==> src/rtl/alu_result_fifo_if.sv <==
// Handshake bundle between the ALU result producer, the result FIFO and the consumer.
// The out_zero signal exists only when ALU_RESULT_FIFO_ZERO_FLAG_EN is defined.
interface alu_result_fifo_if #(
    parameter int DATA_W = 4,
    parameter int SEL_W  = 2,
    parameter int ADDR_W = 2
);
    logic              in_valid;
    logic              in_ready;
    logic [DATA_W-1:0] in_data;
    logic [SEL_W-1:0]  in_sel;
    logic              out_valid;
    logic              out_ready;
    logic [DATA_W-1:0] out_data;
    logic [SEL_W-1:0]  out_sel;
    logic [ADDR_W:0]   count;
    logic              ovf_err;
`ifdef ALU_RESULT_FIFO_ZERO_FLAG_EN
    logic              out_zero;
`endif

    // Environment side: drives pushes and consumer ready, observes everything else.
    modport master (
        output in_valid, in_data, in_sel, out_ready,
        input  in_ready, out_valid, out_data, out_sel, count, ovf_err
`ifdef ALU_RESULT_FIFO_ZERO_FLAG_EN
        , input out_zero
`endif
    );

    // FIFO side.
    modport slave (
        input  in_valid, in_data, in_sel, out_ready,
        output in_ready, out_valid, out_data, out_sel, count, ovf_err
`ifdef ALU_RESULT_FIFO_ZERO_FLAG_EN
        , output out_zero
`endif
    );
endinterface

==> src/rtl/alu_result_fifo.sv <==
// alu_result_fifo: small synchronous FIFO buffering ALU results with their sel code.
// Optional feature macro: ALU_RESULT_FIFO_ZERO_FLAG_EN adds a per-entry zero flag
// and the out_zero port. Reset is asynchronous and active-high.
module alu_result_fifo #(
    parameter int DATA_W = 4,
    parameter int SEL_W  = 2,
    parameter int DEPTH  = 4,
    parameter int ADDR_W = 2
) (
    input  logic             clk,
    input  logic             rst,
    alu_result_fifo_if.slave bus
);

`ifdef ALU_RESULT_FIFO_ZERO_FLAG_EN
    localparam int ENTRY_W = DATA_W + SEL_W + 1;
`else
    localparam int ENTRY_W = DATA_W + SEL_W;
`endif

    localparam logic [ADDR_W:0] FULL_COUNT = (ADDR_W+1)'(DEPTH);

    logic [ENTRY_W-1:0] mem_reg [DEPTH];
    logic [ADDR_W-1:0]  wr_ptr_reg;
    logic [ADDR_W-1:0]  rd_ptr_reg;
    logic [ADDR_W:0]    count_reg;
    logic               ovf_err_reg;

    logic               full;
    logic               empty;
    logic               push;
    logic               pop;
    logic [ENTRY_W-1:0] wr_entry;
    logic [ENTRY_W-1:0] rd_entry;

    // Flags come from the occupancy register only, so out_ready never reaches in_ready.
    assign full  = (count_reg == FULL_COUNT);
    assign empty = (count_reg == '0);
    assign push  = bus.in_valid & ~full;
    assign pop   = ~empty & bus.out_ready;

`ifdef ALU_RESULT_FIFO_ZERO_FLAG_EN
    assign wr_entry = {(bus.in_data == '0), bus.in_sel, bus.in_data};
`else
    assign wr_entry = {bus.in_sel, bus.in_data};
`endif

    // Storage: the tail entry is written on push. Entries are cleared on reset so
    // the head outputs read as zero after reset even though the FIFO is empty.
    always_ff @(posedge clk or posedge rst) begin
        if (rst) begin
            for (int i = 0; i < DEPTH; i++) begin
                mem_reg[i] <= '0;
            end
        end else if (push) begin
            mem_reg[wr_ptr_reg] <= wr_entry;
        end
    end

    // Pointer, occupancy and sticky overflow bookkeeping; pointers wrap naturally.
    always_ff @(posedge clk or posedge rst) begin
        if (rst) begin
            wr_ptr_reg  <= '0;
            rd_ptr_reg  <= '0;
            count_reg   <= '0;
            ovf_err_reg <= 1'b0;
        end else begin
            if (push) begin
                wr_ptr_reg <= wr_ptr_reg + 1'b1;
            end
            if (pop) begin
                rd_ptr_reg <= rd_ptr_reg + 1'b1;
            end
            if (push && !pop) begin
                count_reg <= count_reg + 1'b1;
            end else if (pop && !push) begin
                count_reg <= count_reg - 1'b1;
            end
            if (bus.in_valid && full) begin
                ovf_err_reg <= 1'b1;
            end
        end
    end

    // Head entry is a combinational read of the registered array (no bypass).
    assign rd_entry      = mem_reg[rd_ptr_reg];
    assign bus.out_data  = rd_entry[DATA_W-1:0];
    assign bus.out_sel   = rd_entry[DATA_W +: SEL_W];
`ifdef ALU_RESULT_FIFO_ZERO_FLAG_EN
    assign bus.out_zero  = rd_entry[ENTRY_W-1];
`endif
    assign bus.in_ready  = ~full;
    assign bus.out_valid = ~empty;
    assign bus.count     = count_reg;
    assign bus.ovf_err   = ovf_err_reg;

endmodule

==> src/flat_wrapper.sv <==
// flat-port wrapper written by rule: the top's interface ports become plain ports
module alu_result_fifo_flat 
#(
    parameter int DATA_W = 4,
    parameter int SEL_W  = 2,
    parameter int DEPTH  = 4,
    parameter int ADDR_W = 2
)
  (clk, rst, bus_in_valid, bus_in_data, bus_in_sel, bus_out_ready, bus_in_ready, bus_out_valid, bus_out_data, bus_out_sel, bus_count, bus_ovf_err);
  alu_result_fifo_if #(.DATA_W(DATA_W), .SEL_W(SEL_W), .ADDR_W(ADDR_W)) bus_i ();
  input  logic clk;
  input  logic rst;
  input wire logic [$bits(bus_i.in_valid)-1:0] bus_in_valid;
  input wire logic [$bits(bus_i.in_data)-1:0] bus_in_data;
  input wire logic [$bits(bus_i.in_sel)-1:0] bus_in_sel;
  input wire logic [$bits(bus_i.out_ready)-1:0] bus_out_ready;
  output wire logic [$bits(bus_i.in_ready)-1:0] bus_in_ready;
  output wire logic [$bits(bus_i.out_valid)-1:0] bus_out_valid;
  output wire logic [$bits(bus_i.out_data)-1:0] bus_out_data;
  output wire logic [$bits(bus_i.out_sel)-1:0] bus_out_sel;
  output wire logic [$bits(bus_i.count)-1:0] bus_count;
  output wire logic [$bits(bus_i.ovf_err)-1:0] bus_ovf_err;
  assign bus_i.in_valid = bus_in_valid;
  assign bus_i.in_data = bus_in_data;
  assign bus_i.in_sel = bus_in_sel;
  assign bus_i.out_ready = bus_out_ready;
  assign bus_in_ready = bus_i.in_ready;
  assign bus_out_valid = bus_i.out_valid;
  assign bus_out_data = bus_i.out_data;
  assign bus_out_sel = bus_i.out_sel;
  assign bus_count = bus_i.count;
  assign bus_ovf_err = bus_i.ovf_err;
  alu_result_fifo #(.DATA_W(DATA_W), .SEL_W(SEL_W), .DEPTH(DEPTH), .ADDR_W(ADDR_W)) u_core (.clk(clk), .rst(rst), .bus(bus_i));
endmodule
==> config.mk <==
export PLATFORM = sky130hd
export DESIGN_NAME = alu_result_fifo_flat
export DESIGN_NICKNAME = d
export VERILOG_FILES = /design/src/rtl/alu_result_fifo_if.sv /design/src/rtl/alu_result_fifo.sv /design/src/flat_wrapper.sv
export SDC_FILE = /design/constraint.sdc
export NUM_CORES = 1
export LEC_CHECK = 0
export ABC_AREA = 1
export CORE_ASPECT_RATIO = 1.1
export CORE_MARGIN = 3
export CORE_UTILIZATION = 34
export CTS_CLUSTER_SIZE = 30
export DETAILED_ROUTE_END_ITERATION = 8
export DONT_BUFFER_PORTS = 1
export SYNTH_ARGS = -nofsm -noshare
export SYNTH_HDL_FRONTEND = slang
export SYNTH_SLANG_ARGS = --single-unit
==> constraint.sdc <==
create_clock -name clk -period 2.1 [get_ports clk]
set_clock_uncertainty 0.2 [all_clocks]
set_input_delay 0.315 -clock clk [delete_from_list [all_inputs] [get_ports clk]]
set_output_delay 0.315 -clock clk [all_outputs]
set_load 0.02 [all_outputs]
# Yosys cells after proc, flatten, opt, wreduce, memory -nomap -nowiden
# Index checks and enable logic that the tools add are counted.
word_totals:
  ff_bits: 32
  latchBits: 0
  ram_bits: 0
  romBits: 0
  in_bits: 10
  elab_cells: 38
  n_memories: 0
classes:
  n_addsub: 4
  mul: 0
  n_div: 0
  magnitude_cmp: 3
  eq_ne: 1
  shifts: 0
  n_mux: 8
  n_bitwise: 6
  n_reduce_logical: 8
op_table:
  columns: ["op", "n"]
  rows:
  - ["bitwise mux 24 bit", 1]
  - ["two-way mux 6 bit", 3]
  - ["binary-select mux 6 bit (select 2 bit)", 1]
  - ["demux 6 bit (select 2 bit)", 1]
  - ["greater-or-equal comparator 3 bit (second input constant)", 2]
  - ["two-way mux 3 bit", 2]
  - ["NOT 2 -> 3 bit", 2]
  - ["adder 2 x 1 -> 2 bit (second input constant)", 2]
  - ["logical AND 1 bit", 4]
  - ["adder 3 x 1 -> 3 bit (second input constant)", 1]
  - ["equality test 3 bit (second input constant)", 1]
  - ["zero test 3 bit", 1]
  - ["< comparator 3 x 1 -> 1 bit (second input constant)", 1]
  - ["subtractor 3 x 1 -> 3 bit (second input constant)", 1]
  - ["bitwise AND 1 bit", 2]
  - ["zero test 1 bit", 2]
  - ["NOT 1 bit", 2]
  - ["nonzero test 2 bit", 1]

# Logic depth before layout (Yosys ltp)
logic_depth:
  depth_word: 7
  depth_mapped: 13

# Least setup slack after synthesis
# Ideal clock, no wire load.
synth_path:
  kind: "reg-to-reg"
  startpoint: "reg u_core.count_reg[0], in the netlist u_core.bus.count[0]"
  endpoint: "reg u_core.count_reg[2], in the netlist u_core.bus.count[2]"
  setup_time_ns: 0.118
  t_arrival_ns: 1.863
  slack_ns: -0.081
  stages_incl_launch_ff: 11
  period_less_slack_ns: 2.181
  path_cell_list: "dfrtp_1 nor2_4 nand2_1 nand2_1 ha_1 inv_1 fa_1 nand2_1 nand3_1 nand2_1 nand2_1"
synth_between:
  elab_chain_cells: 6
  elab_cells_between_ends: 15
  classes_between: "add/sub: 2; eq/ne: 1; mux: 2; bitwise: 4; reduce/logical: 6"
synth_lines:
  columns: ["item", "line_no", "rtl"]
  rows:
  - ["start, declared", "alu_result_fifo.sv:26", "logic [ADDR_W:0] count_reg;"]
  - ["start signal, assigned", "alu_result_fifo.sv:75", "count_reg <= count_reg + 1'b1;"]
  - ["start signal, assigned", "alu_result_fifo.sv:77", "count_reg <= count_reg - 1'b1;"]
  - ["zero test 3 bit (*)", "alu_result_fifo.sv:38", "assign empty = (count_reg == '0);"]
  - ["NOT 1 bit (*)", null, null]
  - ["named net bus_out_valid", "flat_wrapper.sv:18", "output wire logic [$bits(bus_i.out_valid)-1:0] bus_out_valid;"]
  - ["bitwise AND 1 bit (*)", "alu_result_fifo.sv:40", "assign pop = ~empty & bus.out_ready;"]
  - ["zero test 1 bit", "alu_result_fifo.sv:74", "if (push && !pop) begin"]
  - ["logical AND 1 bit", "alu_result_fifo.sv:74", null]
  - ["two-way mux 3 bit / nonzero test 2 bit (equally long branches)", null, null]
# Mark *: on every way through the listed nets, which the timed path passes. The rest lies on a longest branch. The select of a mux whose other input is x is not followed.
# A chain may end at the register's enable or synchronous reset.

# Worst setup path after layout
layout_path:
  startpoint: "reg u_core.count_reg[0], in the netlist u_core.bus.count[0]"
  endpoint: "reg u_core.count_reg[2], in the netlist u_core.bus.count[2]"
layout_between:
  elab_chain_cells: 6
  elab_cells_between_ends: 15
  classes_between: "add/sub: 2; eq/ne: 1; mux: 2; bitwise: 4; reduce/logical: 6"
layout_lines:
  columns: ["item"]
  rows:
  - ["branches (longest 6 deep; another with subtractor 3 x 1 -> 3 bit)"]
# Parallel ways; which one is timed is not known. The select of a mux whose other input is x is not followed.

==> results by group <==
Run status
  – Outcome: complete, no violations

Timing
  – RSZ-0062 raised after global routing: false
  – Hold slack: 0.002738 ns
  – Max Slew Vio Count: 0
  – FMAX: 503.0 MHz
  – Slew of the pin with the lowest slew margin: 0.7630 ns
  – Final hold violation count: 0
  – Tcrit/Tclk final: 94.68%
  – Final setup vio count: 0
  – Final min period: 1.988 ns
  – Final worst slack: 0.1117 ns
  – Setup TNS: 0 ns
  – Slew Limit Headroom: 48.96%

Power
  – Tot Pwr: 3.250 mW
  – Clock share of power: 15.2%
  – Worst VDD drop: 965.9 uV
  – Leakage: 1.009 nW
  – Switching power total: 1.456 mW
  – Sequential Power Share: 34.1%
  – Pwr Density: 1613 mW/mm2
  – Combinational group share of total power: 50.7%
  – Sw Share: 44.80%
  – Int Pwr: 1.794 mW

Clock tree
  – CTS clk-pin slew, worst paths: 0.07 ns
  – Clock buffer depth: 2
  – CTS tree: done
  – CTS Root Cell: clkbuf_8
  – Clk_lat worst skew: 0.28 ns
  – CTS buffer count: 5
  – CTS Sinks: 32
  – H-tree depth: 2

Placed design
  – Placed inst area: 0.001793 mm2
  – DP Worst Slack: 0.1471 ns
  – IO buf count: 0
  – Placer Congestion: 0.7969
  – Final HPWL DP: 2716 um
  – Placed cells: 260

GRT
  – First-pass GRT wire length: 7265 um
  – Largest net degree at the start of global routing: 33
  – Gr ovfl total: 0
  – Initial antenna violation count: 0
  – Vias in the first global route: 1,480
  – GRT Util Overall: 16.27%

Hold path
  – Min-delay src: bus_in_valid
  – Hold Path Depth: 2
  – Min-Delay Path Class: in2reg
  – Worst Hold Path EP: u_core.mem_reg[19]

Worst setup path
  – Startpoint type of the worst setup path: register
  – Ordered cell list for the critical path: nor2_4, nand2_2, nand2_1, ha_1, inv_1, fa_1, nand2_1, nand3_1, nand2_1, nand2_1
  – RR Startpoint: u_core.bus.count[0]
  – Data arrival, critical path: 1.97 ns
  – Most used cell, CP: nand2_1
  – CP endpoint kind: register
  – Reg2Reg Capture Point: u_core.bus.count[2]
  – Req. time, crit path: 2.08 ns
  – CP bufs+invs: 1
  – Crit Path Category: reg2reg
  – Critical Path Max Stage Delay: 0.41 ns
  – FF-to-FF path depth: 10
  – Worst path slowest cell: dfrtp_1
  – Max FO, Critical Path: 3
  – R2r setup slk: 0.11 ns
  – Crit path max-delay family: simple AND/OR/NAND/NOR gates

Cells and area
  – Fin area: 0.002014 mm2
  – Share of cells above drive strength 1: 13.78%
  – Final non-filler cell total: 281
  – Layout area overhead: 19.52%
  – Nets: 240
  – ANT cells: 0
  – Largest register FFs: 24
  – Final core utilization: 42.71%

Floorplanning
  – Die X: 73.13 um
  – # rows: 26
  – Die height: 79.84 um
  – I/O pin cnt: 22
  – Initial Utilization: 35.73%
  – Core region area: 0.004717 mm2
  – Die Area: 0.005839 mm2

Synthesis
  – Synthesized instance count: 200
  – Synth unique cells: 20
  – Post-Syn Area: 0.001685 mm2
  – Post-synthesis register bit count: 32
  – Synth Net Count: 216
  – Synth warnings: 0
  – Sequential share of the synthesized area: 47.51%
  – Avg Cell Area, Syn: 8.427 um2

Flow run
  – Max-cap violations: 0

Routing
  – Vias: 1,421
  – DRT Wirelength: 4231 um
  – Number of routed nets with antenna violations: 0
  – DRT Pass-1 Iters: 4
  – Iteration-0 DRC Markers: 93
  – WL per Instance: 15.06 um
  – Detailed-route DRC error count: 0
  – Routed vias/inst: 5.057
[metal layers]
layer	wire length, um	GRT usage [%]
met1	1960	22.27
met4	36	4.982
met3	186	3.401
met2	2049	25.49
met5	0	0
[what timing repair did]
action | 4_1_cts | 5_1_grt
buffers inserted | 0 | 1
endpoints found under the hold margin | 60 | 0
endpoints found under the setup margin | 0 | 7
hold buffers | 12 | 0
resized for setup | 0 | 2
[power by group through the flow]
| stage | combinational [mW] | clock (mW) | sequential [mW] |
|---|---|---|---|
| after global placement | 1.59 | 0 | 1.12 |
| after CTS | 1.64 | 0.504 | 1.12 |
| after floorplan | 1.16 | 0 | 1.13 |
| final | 1.65 | 0.492 | 1.11 |
| after detailed placement | 1.60 | 0 | 1.13 |
| after global routing | 1.87 | 0.535 | 1.14 |
[synthesized netlist by cell type (all sizes together)]
cell,n,area (um2)
xnor2,1,8.760
nor2,19,78.82
ha,5,62.56
clkbuf,2,7.510
dfrtp,32,800.8
nand2,71,281.5
a31o,1,8.760
inv,10,37.54
buf,7,55.05
nand3,8,77.57
fa,1,20.02
o21ai,18,90.08
nand4,25,156.4
[cells by family after synthesis]
kind of cell	Yosys count	synth area share (%)
AO/OA/AOI/OAI	19	5.865
XOR/XNOR	1	0.5198
buffers and inverters	19	5.939
flip-flops	32	47.51
AND/OR/NAND/NOR	123	35.26
adder cells (fa/ha/maj)	6	4.900
[cell usage in the layout, fill, tap and decap left out]
master / count
clkbuf_1: 2
o21ai_1: 5
nand3_4: 3
dlygate4sd3_1: 11
o21ai_0: 13
nand2_1: 68
clkbuf_8: 6
nand2_2: 1
dfrtp_1: 31
a31o_2: 1
fa_1: 1
inv_2: 2
dlymetal6s4s_1: 1
nand4_1: 25
ha_1: 5
dfrtp_2: 1
xnor2_1: 1
buf_4: 14
nor2_1: 18
nor2_4: 1
nand2_4: 2
inv_1: 8
nand3_1: 5
[cell type report]
type,instances,area [um2]
Clock buffer,8,90.09
Inverter,10,37.54
Sequential cell,32,802.0
Tap cell,56,70.07
Timing Repair Buffer,26,227.7
Multi-Input combinational cell,149,787.0
Fill cell,480,2703
[worst max path at each step]
stage	startpoint	endpoint	slack (ns)	cells past startpoint
finish	u_core.bus.count[0]	u_core.bus.count[2]	0.11	10
global placement	u_core.bus.count[0]	u_core.bus.count[2]	0.21	10
CTS	u_core.rd_ptr_reg[0]	bus_out_sel[1]	0.009	6
floorplan	u_core.bus.count[0]	u_core.bus.count[2]	0.002	12
detailed placement	u_core.bus.count[0]	u_core.bus.count[2]	0.15	10
global route	u_core.rd_ptr_reg[1]	bus_out_sel[1]	0.007	6
(Power assumes the default switching activity.)
